**src/rtl/lfsr_scrambler_gen.sv**
```systemverilog
// Additive (frame-synchronous) LFSR scrambler/descrambler with valid/ready flow control.
// One output register stage; the keystream for a whole beat is unrolled combinationally.
module lfsr_scrambler_gen #(
   parameter int                      P_DATA_WIDTH   = 32,
   parameter int                      P_CHAR_WIDTH   = P_DATA_WIDTH / 8,
   parameter int                      P_LFSR_WIDTH   = 16,
   parameter logic [P_LFSR_WIDTH-1:0] P_TAPS         = 16'h8805,
   parameter logic [P_LFSR_WIDTH-1:0] P_INIT_SEED    = 16'h768d,
   parameter int                      P_RESEED_BEATS = 0,
   parameter bit                      P_CHAR_MASK_EN = 1'b0
) (
   input  logic                    i_clk,
   input  logic                    i_rst,
   input  logic                    i_en,
   input  logic                    i_sof,
   input  logic [P_DATA_WIDTH-1:0] i_data,
   input  logic [P_CHAR_WIDTH-1:0] i_char,
   input  logic                    i_valid,
   output logic                    o_ready,
   output logic [P_DATA_WIDTH-1:0] o_data,
   output logic [P_CHAR_WIDTH-1:0] o_char,
   output logic                    o_sof,
   output logic                    o_reseed,
   output logic                    o_valid,
   input  logic                    i_ready
);

   localparam int LW    = P_LFSR_WIDTH;
   localparam int DW    = P_DATA_WIDTH;
   localparam int EW    = LW + DW;
   localparam int CNT_W = $clog2(P_RESEED_BEATS + 2);
   localparam logic [CNT_W-1:0] RESEED_CNT = CNT_W'(P_RESEED_BEATS);
   // With periodic reseed disabled the counter simply parks at zero.
   localparam logic [CNT_W-1:0] CNT_ONE    = (P_RESEED_BEATS != 0) ? CNT_W'(1) : '0;

   // s[0..LW-1] = seed, s[n] = XOR of s[n-k] for every tap k.
   function automatic logic [EW-1:0] lfsr_extend(input logic [LW-1:0] seed);
      logic [EW-1:0] s;
      s         = '0;
      s[LW-1:0] = seed;
      for (int n = LW; n < EW; n++) begin
         for (int k = 1; k <= LW; k++) begin
            if (P_TAPS[k-1]) s[n] = s[n] ^ s[n-k];
         end
      end
      return s;
   endfunction

   logic [LW-1:0]    seed_q, seed_d;
   logic [CNT_W-1:0] cnt_q, cnt_d;
   logic             init_pend_q, init_pend_d;
   logic [DW-1:0]    data_q, data_d;
   logic [P_CHAR_WIDTH-1:0] char_q, char_d;
   logic             sof_q, sof_d;
   logic             reseed_q, reseed_d;
   logic             valid_q, valid_d;

   logic             acc;
   logic             expired;
   logic             use_init;
   logic [LW-1:0]    eff_seed;
   logic [EW-1:0]    ext;
   logic [DW-1:0]    keystream;

   assign o_ready  = ~valid_q | i_ready;
   assign o_data   = data_q;
   assign o_char   = char_q;
   assign o_sof    = sof_q;
   assign o_reseed = reseed_q;
   assign o_valid  = valid_q;

   always_comb begin
      acc       = i_valid & o_ready;
      expired   = (P_RESEED_BEATS != 0) && (cnt_q == RESEED_CNT);
      // init_pend_q covers both "just out of reset" and "last beat was bypassed".
      use_init  = i_sof | expired | init_pend_q;
      eff_seed  = use_init ? P_INIT_SEED : seed_q;
      ext       = lfsr_extend(eff_seed);
      keystream = ext[DW-1:0];
      for (int j = 0; j < P_CHAR_WIDTH; j++) begin
         if (P_CHAR_MASK_EN && i_char[j]) keystream[8*j +: 8] = '0;
      end

      seed_d      = seed_q;
      cnt_d       = cnt_q;
      init_pend_d = init_pend_q;
      data_d      = data_q;
      char_d      = char_q;
      sof_d       = sof_q;
      reseed_d    = reseed_q;
      valid_d     = valid_q & ~i_ready;

      if (acc) begin
         valid_d = 1'b1;
         char_d  = i_char;
         sof_d   = i_sof;
         if (i_en) begin
            data_d      = i_data ^ keystream;
            seed_d      = ext[EW-1:DW];
            reseed_d    = use_init;
            init_pend_d = 1'b0;
            if (use_init) cnt_d = CNT_ONE;
            else if (cnt_q != RESEED_CNT) cnt_d = cnt_q + 1'b1;
         end else begin
            data_d      = i_data;
            seed_d      = P_INIT_SEED;
            cnt_d       = '0;
            reseed_d    = 1'b0;
            init_pend_d = 1'b1;
         end
      end
   end

   always_ff @(posedge i_clk or posedge i_rst) begin
      if (i_rst) begin
         seed_q      <= P_INIT_SEED;
         cnt_q       <= '0;
         init_pend_q <= 1'b1;
         data_q      <= '0;
         char_q      <= '0;
         sof_q       <= 1'b0;
         reseed_q    <= 1'b0;
         valid_q     <= 1'b0;
      end else begin
         seed_q      <= seed_d;
         cnt_q       <= cnt_d;
         init_pend_q <= init_pend_d;
         data_q      <= data_d;
         char_q      <= char_d;
         sof_q       <= sof_d;
         reseed_q    <= reseed_d;
         valid_q     <= valid_d;
      end
   end

endmodule

```
**config.mk**
```make
export PLATFORM = sky130hd
export DESIGN_NAME = lfsr_scrambler_gen
export DESIGN_NICKNAME = d
export VERILOG_FILES = /design/src/rtl/lfsr_scrambler_gen.sv
export SDC_FILE = /design/constraint.sdc
export NUM_CORES = 1
export LEC_CHECK = 0
export ABC_AREA = 1
export ABC_CLOCK_PERIOD_IN_PS = 6000
export CORE_ASPECT_RATIO = 0.75
export CORE_MARGIN = 2
export CORE_UTILIZATION = 53
export CTS_CLUSTER_SIZE = 12
export DETAILED_ROUTE_END_ITERATION = 8
export GPL_ROUTABILITY_DRIVEN = 0
export PLACE_DENSITY_LB_ADDON = 0.12
export SLEW_MARGIN = 20
export SYNTH_ARGS = -nofsm -noshare
export SYNTH_HDL_FRONTEND = slang
export SYNTH_SLANG_ARGS = --single-unit
export TNS_END_PERCENT = 30
```
**constraint.sdc**
```tcl
create_clock -name i_clk -period 6 [get_ports i_clk]
set_input_delay 0.6 -clock i_clk [delete_from_list [all_inputs] [get_ports i_clk]]
set_output_delay 0.6 -clock i_clk [all_outputs]
set_load 0.05 [all_outputs]
```
==> summary.txt <==
Run status
  • Outcome: complete, no violations

CTS
  • Clk_lat worst skew: 0.33 ns
  • Clock buffer depth: 2
  • Number of buffers created by CTS: 5
  • CTS H-tree lvls: 2
  • CTS sink count: 56
  • CTS tree: built
  • CTS root buf: clkbuf_8
  • Reg clk slew, reported paths: 0.11 ns
  • Post-CTS Hold Buffers: 0

Yosys
  • Post-Syn Nets: 657
  • EDFF count, synth: 0
  • Warnings from Yosys: 0
  • Async SR Flop Fraction: 100.0%
  • Post-synthesis cell area: 4372 sq um
  • Top_reg_cell synth: dfrtp_1
  • Seq/Total Area, Yosys: 32.34%
  • Netlist cell types: 25
  • Mean post-synth cell area: 7.108 sq um
  • Synthesis-stage register bit count: 56
  • Post-synthesis cell count: 615

Detailed routing
  • Vias per std cell: 5.175
  • Via Count: 4269
  • Routed wire per std cell: 14.54 um
  • Detailed Routing Iterations Pass 1: 5
  • Routed WL: 12.00 mm
  • Final ANT Viol Nets: 0
  • Starting DRT DRC Count: 330
  • # DRC: 0

Worst setup path
  • Reg2reg path depth: 55
  • CP max FO: 12
  • Setup crit start kind: primary input
  • Worst Setup End Kind: flip-flop
  • CP peak stage delay: roughly 0.21 ns
  • WS Path Type: in -> reg
  • Required time of the worst setup path: 6.23 ns
  • Crit path launch: i_sof
  • CP bufs+invs: 7
  • Levels on crit path: 55
  • FF-to-FF setup slack: 0.47 ns
  • Worst Setup EP: seed_q[15]
  • CP max stage cell: nand3b_1
  • Critical Path AT: ~5.8 ns
  • Most frequent CP cell: nand2_1
  • RR Endpoint: seed_q[15]
  • Worst reg2reg startpoint: init_pend_q
  • Top Family by Delay on Critical Path: simple AND/OR/NAND/NOR gates

STA
  • Fin. max-slew vios: 0
  • Fmax: 180.6 MHz
  • Final Hold Vio Count: 0
  • Setup Viol. Count Final: 0
  • Slew @ Worst Pin: 0.8911 ns
  • Slew headroom: 40.37%
  • Fin crit share: between 90 and 100%
  • Final min period: 5.537 ns
  • Clock Skews: about 0.0070 ns

Placed design
  • Post-DP HPWL: 9.069 mm
  • Port Buffers: 81
  • Placed cells: 814

Global route
  • Gr ovfl total: 0
  • Overall Global Routing Usage: 27.66%
  • Initial antenna violation count: 0
  • Largest net degree at the start of global routing: 79
  • Number of global-route vias before repair: roughly 4200
  • Wire length of the first global-routing pass: 19.42 mm

Die
  • Starting Density: between 50% and 60%
  • Core region area: 7953 sq um
  • I/O pin cnt: 82
  • Die Span X: between 100 and 150 um
  • Die height: 82.66 um
  • Die area: 8999 sq um
  • Rows: 28

Worst hold path
  • Hold path cells: 2
  • Hold Crit Class: reg -> reg

Layout
  • FF+latch area: between 1000 and 1500 sq um
  • Post-layout net count: 761
  • Share of cells above drive strength 1: a little over a fifth
  • Finished Layout Cells: 825
  • Multi-input gate area: 2649 sq um
  • Area growth, synth to finish: 30.02%
  • Layout fillers: roughly 650
  • N_diodes: 0

Run
  • Max Cap Viol: 0
[cell usage in the layout (no fill, tap or decap)]
cell and n:
nand2_1 180, clkdlybuf4s50_1 80, inv_1 69, nand3_1 51
dfrtp_1 46, nand2_2 42, o21ai_0 37, xor2_1 33
buf_4 29, nand2_4 26, xnor2_1 22, nor2_1 20
nand3_2 18, inv_2 16, dfstp_2 10, o22ai_1 6
nand3b_1 5, o21a_1 5, clkbuf_8 5, a22oi_1 4
a21oi_1 3, nand3_4 2, o21ai_1 2, clkinvlp_4 2
nor2_4 1, or2_1 1, nand2_8 1, inv_8 1
clkbuf_16 1, dlymetal6s2s_1 1, buf_12 1
[sequential cells by signal (all words and copies together) (netlist names)]
name / cells
o_char: 4
seed_q: 16
o_valid: 1
o_sof: 1
o_reseed: 1
init_pend_q: 1
o_data: 32
[metal layers]
metal  global-route usage, %  part of all wire (%)  up-vias
met5                       0                     0        -
met4                   6.410                   1.1        0
met3                   3.925                   7.9       17
met2                   48.70                    47      162
met1                   36.24                    44     1978
li1                        -                     -     2112
[cells in the mapped netlist, types with 3 or more instances]
master    count  area, sq um
a21oi_1       3        15.01
a22oi_1       4        30.03
clkbuf_1     11        41.29
dfrtp_1      46         1151
dfstp_2      10        262.8
inv_1        73        274.0
inv_2        12        45.04
nand2_1     187        701.9
nand2_2      38        237.7
nand2_4      24        270.3
nand3_1      57        285.3
nand3_2      14        140.1
nand3b_1      5        37.54
nor2_1       20        75.07
o21a_1        5        37.54
o21ai_0      37        185.2
o22ai_1       6        37.54
xnor2_1      22        192.7
xor2_1       33        289.0
[cell type report]
class / instances / area share [%]
multi-input combinational: 459 / 46.60
sequential: 56 / 24.87
timing repair buffer: 112 / 18.93
inverter: 85 / 5.613
tap: 105 / 2.311
clock buffer: 5 / 1.211
clock inverter: 3 / 0.4622
[logic make-up (layout without fill, tap and decap cells)]
logic type | after synthesis | after routing | synth area share (%)
and+or+nand+nor | 347 | 347 | 40.38
buffers and inverters | 100 | 205 | 9.044
AOI/OAI and AO/OA | 57 | 57 | 7.213
DFF | 56 | 56 | 32.34
xor gates and xnor gates | 55 | 55 | 11.02
[worst reg2reg max path, delay by kind of cell, from the launching register on]
family	cells	cell delay, ns
AND/OR/NAND/NOR	49	4.38
flip-flops	1	0.58
buffers and inverters	6	0.48
[metrics by stage]
step | setup slack, ns | TNS, ns | instance area (sq um) | utilization, % | hold slack (ns)
after CTS | 0.1595 | 0 | 5558 | 69.89 | 0.5004
after floorplan | 1.022 | 0 | 4372 | - | 0.4534
after global routing | -0.09127 | -0.09321 | 5684 | 71.48 | 0.5208
after detailed placement | -0.1618 | -0.3458 | 5463 | 68.69 | 0.4720
final | 0.4630 | 0 | 5684 | 71.48 | 0.4945
after global placement | 0.1098 | 0 | 5463 | 68.69 | 0.4625
[repair_timing]
item,in CTS,in global routing
buffers inserted,0,2
resized for setup,0,22
setup endpoints to repair,0,5
[worst min-delay path by stage]
stage | start | end | slack [ns]
after floorplan | seed_q[1] | seed_q[1] | 0.45
after global placement | o_char[3] | o_char[3] | 0.46
final | o_char[3] | o_char[3] | 0.49
after global routing | o_data[30] | o_data[30] | 0.52
after detailed placement | o_data[27] | o_data[27] | 0.47
after CTS | o_char[3] | o_char[3] | 0.50
Power is left out: the tool's default activity adds up to more than one toggle a clock period on the data nets, which glitch-free logic cannot reach.
